[src/rtl/load_store_unit_pkg.sv]
// Shared types and constants for the load/store unit: word geometry,
// access size codes, response error codes and FSM state encodings.
package load_store_unit_pkg;

    localparam int WORD_WIDTH  = 32;
    localparam int WSTRB_WIDTH = WORD_WIDTH / 8;

    typedef enum logic [1:0] {
        SIZE_BYTE    = 2'd0,
        SIZE_HALF    = 2'd1,
        SIZE_WORD    = 2'd2,
        SIZE_ILLEGAL = 2'd3
    } size_e;

    typedef enum logic [1:0] {
        LSU_OK         = 2'd0,
        LSU_MISALIGNED = 2'd1,
        LSU_TIMEOUT    = 2'd2
    } err_e;

    typedef enum logic [1:0] {
        LSU_IDLE = 2'd0,
        LSU_BUS  = 2'd1,
        LSU_RESP = 2'd2
    } state_e;

    // An access is misaligned if it does not sit on its natural boundary;
    // the reserved size code is folded into the same error.
    function automatic logic is_misaligned(input size_e size, input logic [1:0] off);
        case (size)
            SIZE_BYTE: return 1'b0;
            SIZE_HALF: return off[0];
            SIZE_WORD: return off != 2'b00;
            default:   return 1'b1;
        endcase
    endfunction

endpackage

[src/rtl/load_store_unit_lane_align.sv]
// Byte-lane steering for both directions: store strobes and data
// replication, and load extraction with sign/zero extension.
module lsu_lane_align
    import load_store_unit_pkg::*;
(
    input  logic [1:0]             size_i,
    input  logic [1:0]             off_i,
    input  logic                   unsigned_i,
    input  logic [WORD_WIDTH-1:0]  wdata_i,
    input  logic [WORD_WIDTH-1:0]  rdata_i,
    output logic [WSTRB_WIDTH-1:0] wstrb_o,
    output logic [WORD_WIDTH-1:0]  wdata_o,
    output logic [WORD_WIDTH-1:0]  rdata_o
);

    logic [WORD_WIDTH-1:0] shifted;

    assign shifted = rdata_i >> {off_i, 3'b000};

    // Store side: strobe the addressed lanes, replicate data across all lanes.
    always_comb begin
        wstrb_o = '0;
        wdata_o = '0;
        case (size_e'(size_i))
            SIZE_BYTE: begin
                wstrb_o = 4'b0001 << off_i;
                wdata_o = {4{wdata_i[7:0]}};
            end
            SIZE_HALF: begin
                wstrb_o = 4'b0011 << {off_i[1], 1'b0};
                wdata_o = {2{wdata_i[15:0]}};
            end
            SIZE_WORD: begin
                wstrb_o = 4'b1111;
                wdata_o = wdata_i;
            end
            default: ;
        endcase
    end

    // Load side: bring the addressed bytes down to bit 0 and extend.
    always_comb begin
        rdata_o = '0;
        case (size_e'(size_i))
            SIZE_BYTE: rdata_o = unsigned_i ? {24'b0, shifted[7:0]}
                                            : {{24{shifted[7]}}, shifted[7:0]};
            SIZE_HALF: rdata_o = unsigned_i ? {16'b0, shifted[15:0]}
                                            : {{16{shifted[15]}}, shifted[15:0]};
            SIZE_WORD: rdata_o = rdata_i;
            default:   ;
        endcase
    end

endmodule

[src/rtl/load_store_unit.sv]
// Load/store unit: takes one request at a time from the ALU stage, runs a
// req/ack data-memory cycle with byte strobes, and returns one response.
//
// Handshakes: a request is accepted on a rising edge where
// req_valid_i && req_ready_o; req_ready_o is high only in IDLE. mem_req_o
// and the bus fields stay stable until the edge that samples mem_ack_i (or
// a timeout). resp_valid_o is a single-cycle pulse with no backpressure.
module load_store_unit
    import load_store_unit_pkg::*;
#(
    parameter int TIMEOUT_CYCLES = 16,
    parameter int CNT_WIDTH      = 5
) (
    input  logic                   clk_i,
    input  logic                   rst_ni,
    input  logic                   req_valid_i,
    output logic                   req_ready_o,
    input  logic                   req_store_i,
    input  logic [1:0]             req_size_i,
    input  logic                   req_unsigned_i,
    input  logic [WORD_WIDTH-1:0]  req_addr_i,
    input  logic [WORD_WIDTH-1:0]  req_wdata_i,
    output logic                   resp_valid_o,
    output logic [1:0]             resp_err_o,
    output logic [WORD_WIDTH-1:0]  resp_rdata_o,
    output logic                   mem_req_o,
    output logic                   mem_we_o,
    output logic [WORD_WIDTH-1:0]  mem_addr_o,
    output logic [WSTRB_WIDTH-1:0] mem_wstrb_o,
    output logic [WORD_WIDTH-1:0]  mem_wdata_o,
    input  logic                   mem_ack_i,
    input  logic [WORD_WIDTH-1:0]  mem_rdata_i,
    output logic [1:0]             dbg_state_o
);

    localparam logic [CNT_WIDTH-1:0] CNT_LAST =
        CNT_WIDTH'((TIMEOUT_CYCLES == 0) ? 0 : TIMEOUT_CYCLES - 1);

    state_e                 state_q, state_d;
    logic                   store_q, store_d;
    logic [1:0]             size_q, size_d;
    logic                   uns_q, uns_d;
    logic [1:0]             off_q, off_d;
    logic [CNT_WIDTH-1:0]   cnt_q, cnt_d;
    logic                   mem_req_q, mem_req_d;
    logic                   mem_we_q, mem_we_d;
    logic [WORD_WIDTH-1:0]  mem_addr_q, mem_addr_d;
    logic [WSTRB_WIDTH-1:0] mem_wstrb_q, mem_wstrb_d;
    logic [WORD_WIDTH-1:0]  mem_wdata_q, mem_wdata_d;
    logic                   resp_valid_q, resp_valid_d;
    logic [1:0]             resp_err_q, resp_err_d;
    logic [WORD_WIDTH-1:0]  resp_rdata_q, resp_rdata_d;

    logic                   accept_misaligned;
    logic                   timeout;
    logic [1:0]             align_size;
    logic [1:0]             align_off;
    logic [WSTRB_WIDTH-1:0] align_wstrb;
    logic [WORD_WIDTH-1:0]  align_wdata;
    logic [WORD_WIDTH-1:0]  align_rdata;

    assign accept_misaligned = is_misaligned(size_e'(req_size_i), req_addr_i[1:0]);
    assign timeout = (TIMEOUT_CYCLES != 0) && (cnt_q == CNT_LAST);

    // In IDLE the aligner sees the incoming request (store lanes); afterwards
    // it sees the latched request (load extraction at the ack edge).
    assign align_size = (state_q == LSU_IDLE) ? req_size_i : size_q;
    assign align_off  = (state_q == LSU_IDLE) ? req_addr_i[1:0] : off_q;

    lsu_lane_align u_align (
        .size_i     (align_size),
        .off_i      (align_off),
        .unsigned_i (uns_q),
        .wdata_i    (req_wdata_i),
        .rdata_i    (mem_rdata_i),
        .wstrb_o    (align_wstrb),
        .wdata_o    (align_wdata),
        .rdata_o    (align_rdata)
    );

    // Gated by reset so the port reads 0 while the unit is held in reset.
    assign req_ready_o  = rst_ni && (state_q == LSU_IDLE);
    assign resp_valid_o = resp_valid_q;
    assign resp_err_o   = resp_err_q;
    assign resp_rdata_o = resp_rdata_q;
    assign mem_req_o    = mem_req_q;
    assign mem_we_o     = mem_we_q;
    assign mem_addr_o   = mem_addr_q;
    assign mem_wstrb_o  = mem_wstrb_q;
    assign mem_wdata_o  = mem_wdata_q;
    assign dbg_state_o  = state_q;

    // State register.
    always_ff @(posedge clk_i or negedge rst_ni) begin
        if (!rst_ni) state_q <= LSU_IDLE;
        else         state_q <= state_d;
    end

    // Next-state decode; ack takes priority over timeout.
    always_comb begin
        state_d = state_q;
        case (state_q)
            LSU_IDLE: if (req_valid_i) state_d = accept_misaligned ? LSU_RESP : LSU_BUS;
            LSU_BUS:  if (mem_ack_i || timeout) state_d = LSU_RESP;
            LSU_RESP: state_d = LSU_IDLE;
            default:  state_d = LSU_IDLE;
        endcase
    end

    // Next values of the registered outputs and request context.
    always_comb begin
        store_d      = store_q;
        size_d       = size_q;
        uns_d        = uns_q;
        off_d        = off_q;
        cnt_d        = cnt_q;
        mem_req_d    = mem_req_q;
        mem_we_d     = mem_we_q;
        mem_addr_d   = mem_addr_q;
        mem_wstrb_d  = mem_wstrb_q;
        mem_wdata_d  = mem_wdata_q;
        resp_valid_d = 1'b0;
        resp_err_d   = resp_err_q;
        resp_rdata_d = resp_rdata_q;
        case (state_q)
            LSU_IDLE: begin
                if (req_valid_i) begin
                    store_d = req_store_i;
                    size_d  = req_size_i;
                    uns_d   = req_unsigned_i;
                    off_d   = req_addr_i[1:0];
                    cnt_d   = '0;
                    if (accept_misaligned) begin
                        resp_valid_d = 1'b1;
                        resp_err_d   = LSU_MISALIGNED;
                        resp_rdata_d = '0;
                    end else begin
                        mem_req_d   = 1'b1;
                        mem_we_d    = req_store_i;
                        mem_addr_d  = {req_addr_i[WORD_WIDTH-1:2], 2'b00};
                        mem_wstrb_d = req_store_i ? align_wstrb : '0;
                        mem_wdata_d = req_store_i ? align_wdata : '0;
                    end
                end
            end
            LSU_BUS: begin
                cnt_d = cnt_q + 1'b1;
                if (mem_ack_i || timeout) begin
                    mem_req_d    = 1'b0;
                    mem_we_d     = 1'b0;
                    mem_wstrb_d  = '0;
                    resp_valid_d = 1'b1;
                    resp_err_d   = mem_ack_i ? LSU_OK : LSU_TIMEOUT;
                    resp_rdata_d = (mem_ack_i && !store_q) ? align_rdata : '0;
                end
            end
            LSU_RESP: begin
                resp_err_d   = LSU_OK;
                resp_rdata_d = '0;
            end
            default: ;
        endcase
    end

    // Datapath and output registers; reset drops mem_req and any pending response.
    always_ff @(posedge clk_i or negedge rst_ni) begin
        if (!rst_ni) begin
            store_q      <= 1'b0;
            size_q       <= 2'b00;
            uns_q        <= 1'b0;
            off_q        <= 2'b00;
            cnt_q        <= '0;
            mem_req_q    <= 1'b0;
            mem_we_q     <= 1'b0;
            mem_addr_q   <= '0;
            mem_wstrb_q  <= '0;
            mem_wdata_q  <= '0;
            resp_valid_q <= 1'b0;
            resp_err_q   <= 2'b00;
            resp_rdata_q <= '0;
        end else begin
            store_q      <= store_d;
            size_q       <= size_d;
            uns_q        <= uns_d;
            off_q        <= off_d;
            cnt_q        <= cnt_d;
            mem_req_q    <= mem_req_d;
            mem_we_q     <= mem_we_d;
            mem_addr_q   <= mem_addr_d;
            mem_wstrb_q  <= mem_wstrb_d;
            mem_wdata_q  <= mem_wdata_d;
            resp_valid_q <= resp_valid_d;
            resp_err_q   <= resp_err_d;
            resp_rdata_q <= resp_rdata_d;
        end
    end

endmodule

[config.mk]
export PLATFORM = sky130hd
export DESIGN_NAME = load_store_unit
export DESIGN_NICKNAME = d
export VERILOG_FILES = /design/src/rtl/load_store_unit_pkg.sv /design/src/rtl/load_store_unit_lane_align.sv /design/src/rtl/load_store_unit.sv
export SDC_FILE = /design/constraint.sdc
export NUM_CORES = 1
export LEC_CHECK = 0
export CORE_UTILIZATION = 41
export CTS_BUF_LIST = sky130_fd_sc_hd__clkbuf_8
export CTS_CLUSTER_DIAMETER = 100
export DETAILED_ROUTE_END_ITERATION = 6
export PLACE_DENSITY = 0.78
export SYNTH_ARGS = -nofsm -noshare
export SYNTH_HDL_FRONTEND = slang
export SYNTH_SLANG_ARGS = --single-unit
[constraint.sdc]
create_clock -name clk_i -period 2.3 [get_ports clk_i]
set_clock_uncertainty 0.2 [all_clocks]
set_input_delay 0.345 -clock clk_i [delete_from_list [all_inputs] [get_ports clk_i]]
set_output_delay 0.345 -clock clk_i [all_outputs]
set_load 0.02 [all_outputs]
Word-level counts from Yosys, hierarchy flattened
Cells that the tools add are included.

word-level totals
  word-level logic and storage cells = 87
  register bits = 116
  bits of input ports = 104
  output and inout bits = 108

operators by class
  multiplexer cells = 41
  equal/unequal tests = 11
  bitwise gates (word level) = 1
  add/sub/neg operators = 1
  reduce and logical (&&, ||, !) cells = 16
  shifts and indexed selects = 3

operators by type and width
  kind                 count
  $pmux 32 s3          3
  $mux 32              7
  $shr 32x5->16        1
  $mux 2               9
  $mux 4               4
  $pmux 4 s3           1
  $pmux 5 s2           1
  $mux 1               8
  $ne 2x2->1 const B   4
  $pmux 4 s2           1
  $reduce_and 4->1     2
  $eq 2x1->1 const B   3
  $eq 2x2->1 const B   3
  $logic_not 2->1      3
  $pmux 1 s2           3
  $pmux 2 s3           1
  $reduce_and 2->1     3
  $add 5x1->5 const B  1
  $eq 5x4->1 const B   1
  $mux 5               1
  $pmux 2 s2           1
  $reduce_bool 2->1    2
  $shl 1x2->4 const A  1
  $shl 2x2->4 const A  1
  7 further kinds      8

Longest topological paths before layout
  depth in word-level cells = 8
  mapped depth = 10
  gate-level depth less buffers = 7

Cells and area by module
A second synthesis with hierarchy kept.

second synthesis, totals
  cells, all modules = 646
  area, all modules = 6168.4 um^2

modules (own cells, without submodules)
  module           cells each  area each (um^2)  sequential area each (um^2)  instances
  load_store_unit  458         4956.0            2902.8                       1
  lsu_lane_align   188         1212.4            0.0                          1

Worst setup path after synthesis
OpenSTA, ideal clock, no wires.

  path kind = reg2reg
  start = register state_q[0] (netlist: dbg_state_o[0])
  end = register resp_rdata_q[22] (netlist: resp_rdata_o[22])
  arrival time = 2083 ps
  setup time = 126 ps
  stages on the path, launching flop included = 11
  path buffers = 3
  path slack = -109 ps
  period minus slack after synthesis = 2409 ps
  data required time = 1974 ps
  path through = dfrtp_1 > inv_1 > ha_1 > buf_2 > buf_6 > and3_1 > a31o_2 > o211ai_2 > a21oi_4 > buf_6 > a221o_1

between the ends
  cells in the longest elaborated chain, start to end = 8
  elaborated cells between the ends (all ways) = 20
  classes of those cells = 7 x eq/ne; 1 x shift; 8 x mux; 4 x reduce/logical

ends and longest elaborated chain
  element                     RTL line                                                              source
  from (decl)                 load_store_unit.sv:39                                                 state_e state_q, state_d;
  from (signal assigned)      load_store_unit.sv:96                                                 else state_q <= state_d;
  $logic_not 2->1             load_store_unit.sv:67, load_store_unit.sv:68, load_store_unit.sv:125
  $mux 2                      load_store_unit.sv:68                                                 assign align_off = (state_q == LSU_IDLE) ? req_addr_i[1:0] : off_q;
  $shr 32x5->16               load_store_unit_lane_align.sv:18                                      assign shifted = rdata_i >> {off_i, 3'b000};
  $mux 32 (on tied branches)  load_store_unit_lane_align.sv:47, load_store_unit_lane_align.sv:45
  $pmux 32 s3                 load_store_unit_lane_align.sv:44                                      case (size_e'(size_i))
  $mux 32                     load_store_unit.sv:154                                                resp_rdata_d = (mem_ack_i && !store_q) ? align_rdata : '0;
  $mux 32                     load_store_unit.sv:148                                                if (mem_ack_i || timeout) begin
  $pmux 32 s3                 load_store_unit.sv:125                                                case (state_q)
  to (signal assigned)        load_store_unit.sv:194                                                resp_rdata_q <= resp_rdata_d;
  to (decl)                   load_store_unit.sv:52                                                 logic [WORD_WIDTH-1:0] resp_rdata_q, resp_rdata_d;

Parallel ways exist; a longest one is shown, timed or not. The select of a mux whose other input is x is not followed.
A chain may end at the register's enable or synchronous reset.

Worst setup path after layout
  start = register cnt_q[1]
  end = register resp_rdata_q[1] (netlist: resp_rdata_o[1])

between the ends
  cells in the longest elaborated chain, start to end = 4

ends and longest elaborated chain
  element                            RTL line                source
  from (decl)                        load_store_unit.sv:44   logic [CNT_WIDTH-1:0] cnt_q, cnt_d;
  from (signal assigned)             load_store_unit.sv:186  cnt_q <= cnt_d;
  $eq 5x4->1                         load_store_unit.sv:63   assign timeout = (TIMEOUT_CYCLES != 0) && (cnt_q == CNT_LAST);
  $logic_or 1x1->1                   load_store_unit.sv:148
  $ne 2x2->1 (no source line)        n/a
  $reduce_and 4->1 (no source line)  n/a

Every way passes these cells.

==> flow_summary.json <==
{
  "hpwl_um": 13300,
  "max-vdd-ir-drop_mv": 0.734,
  "rsz0062_at_grt": "true",
  "async_flop_share_pct": 100,
  "die_y_um": 119,
  "die_area_um2": 14100,
  "initial_core_util_pct": 42.1,
  "p_switching_uw": 4400,
  "fin_hold_ws_ns": 0.280,
  "power.share.clock_pct": 18.9,
  "first_pass_iters": 6,
  "combPwrFrac_pct": 53.6,
  "cts_root_buf": "clkbuf_8",
  "netlist_area_um2": 5570,
  "drt-total-wl_um": 19200,
  "antenna_found_initial": 0,
  "worstPathRequired_ns": 2.46,
  "drive_gt1_share_pct": 22.8,
  "maxCapViolCount": 0,
  "synth_edf_count": 0,
  "io_pins": 212,
  "critPathKind": "flop to flop",
  "grt_max_degree": 117,
  "cts.clk_slew.worst_paths_ns": 0.07,
  "worst_setup_path_end_kind": "flop",
  "drtIter0Drc": 661,
  "final_util_pct": 67.3,
  "slew_viol_final": 0,
  "final_antenna_net_count": 0,
  "via_per_inst": 5.80,
  "cts_made_buffers": 17,
  "io_buffers": 209,
  "tns_ns": 0,
  "setup_viol": 0,
  "post_drt_wl_per_cell_um": 20.2,
  "synth.most_common_cell": "dfrtp_1",
  "synth_top_area_share_pct": 52.1,
  "synth_cells": 508,
  "fmax_ghz": 0.440,
  "synthToLayoutAreaGrowth_pct": 59.9,
  "synth_seq_cells": 116,
  "crit_fanout": 5,
  "grt_pass1_wl_um": 29100,
  "startpoint_type": "flop",
  "p_leak_uw": 0.00381,
  "gp_congestion": 0.930,
  "p_seq_share_pct": 27.5,
  "diodes": 0,
  "power_uw": 11300,
  "yosysTopAreaCell": "dfrtp_1",
  "worstPathArrival_ns": 2.44,
  "overflow": 0,
  "period_share_pct": 98.8,
  "cts_max_path_buffers": 2,
  "synth_common_cells": "dfrtp_1, nand2_1, mux2_2",
  "die_w_um": 119,
  "p_int_uw": 6950,
  "insertion_delay_ns": 0.43,
  "synth.distinct_cells": 62,
  "finalHoldViolations": 0,
  "cts_tree": "yes",
  "grt_pass1_vias": 5508,
  "num_vias": 5532,
  "p_per_area_nw_per_um2": 1270,
  "clock_sinks": 116,
  "worst_slew_pin_slew_ns": 0.608,
  "postSynthAreaPerCell_um2": 11.0,
  "synth_area_leaders": "dfrtp_1, mux2_2, a221o_1, nand2_1, o21ai_0",
  "outcome": "completed",
  "fp-row-count": 42,
  "synth-seq-area-share_pct": 52.1,
  "switching_share_pct": 38.8,
  "track_usage_pct": 26.6,
  "coreArea_um2": 13200,
  "min_path_type": "flop to flop",
  "min_period_ns": 2.27,
  "htreeDepth": 4,
  "nets": 875,
  "fin_area_um2": 8910,
  "maxSlewHeadroom_pct": 59.5,
  "yosysWarnings": 0,
  "dpl_cell_area_um2": 8160,
  "drc": 0,
  "synth_ff_type": "dfrtp_1"
}
## cell type report
class                      instances  area [µm²]
sequential                       116        2910
tap                              176         220
clock buffer                      19         262
multi-input combinational        349        2580
fill                             991        4330
timing repair buffer             274        2730
inverter                           8        30.0
clock inverter                    12         186
## what timing repair did
action / in CTS / in global routing
hold buffers: 1 / 0
resized for setup: 9 / 31
cloned: 0 / 5
setup endpoints to repair: 79 / 48
pin swaps: 1 / 14
buffers inserted: 1 / 7
endpoints found under the hold margin: 116 / 0
## power by group through the flow
stage / Clock [µW] / Sequential [µW] / Combinational, µW
final: 2140 / 3120 / 6080
after global routing: 2270 / 3200 / 6430
after CTS: 2190 / 3120 / 5510
after detailed placement: 0 / 3140 / 5440
after global placement: 0 / 3090 / 5290
after floorplan: 0 / 3810 / 2210
## critical path, cell delays in order (launching register included)
cell       delay [ns]
dfrtp_1          0.40
ha_2             0.20
and3_4           0.19
ha_4             0.15
or3_4            0.40
nand3b_1         0.19
buf_6            0.18
clkbuf_16        0.16
a221o_1          0.14
## cells by family after synthesis
logic type | share of synthesized area (%)
other | 0.0673
flip-flops | 52.1
buffers and inverters | 4.36
AO/OA/AOI/OAI | 22.7
multiplexers | 8.85
adder cells (fa/ha/maj) | 1.12
XOR/XNOR | 0.157
AND/OR/NAND/NOR | 10.6
## layout by cell type (no fill, tap or decap), drive strengths merged, types with 3 or more instances in the layout
cell / instances
a22o: 15
a221o: 28
mux2i: 5
a22oi: 17
nor2: 20
and3: 5
inv: 10
nand4: 4
ha: 5
nand3b: 3
buf: 64
nor3: 11
nand2: 65
o311ai: 3
nand3: 7
o31ai: 5
a21oi: 23
o21ai: 40
clkinv: 5
bufinv: 5
o22ai: 21
clkdlybuf4s50: 207
dfrtp: 116
clkbuf: 21
mux2: 39
a32o: 3
## final timing paths
path / from / end / slack [ns] / depth (start not counted)
max in group asynchronous: rst_ni / resp_err_o[0] / 0.98 / 3
max: cnt_q[1] / resp_rdata_o[1] / 0.03 / 8
max reg2reg: cnt_q[1] / resp_rdata_o[1] / 0.03 / 8
min in group asynchronous: rst_ni / size_q[0] / 0.47 / 3
min reg2reg: mem_wdata_o[23] / mem_wdata_o[23] / 0.28 / 2
min: mem_wdata_o[23] / mem_wdata_o[23] / 0.28 / 2
## state kept, by name, indices dropped and copies added (netlist names)
signal and cells:
cnt_q 5, dbg_state_o 2, mem_addr_o 30, mem_req_o 1, mem_wdata_o 32, mem_we_o 1, mem_wstrb_o 4, off_q 2
resp_err_o 2, resp_rdata_o 32, resp_valid_o 1, size_q 2, store_q 1, uns_q 1
## routing by layer
layer | share of wire [%] | vias to the layer above | GRT usage, %
met2 | 48 | 337 | 44.1
met3 | 9.3 | 75 | 8.40
met5 | 0 | - | 0
met1 | 40 | 2679 | 31.8
met4 | 3.4 | 0 | 11.6
li1 | - | 2441 | -
## metrics by stage
step | std cells | setup WS [ns]
global route | 954 | -0.0572
global placement | 909 | -0.291
CTS | 942 | 0.00364
floorplan | 509 | 0.00211
detailed placement | 909 | -0.392
finish | 954 | 0.0272
Power figures use the tool's default switching activity.
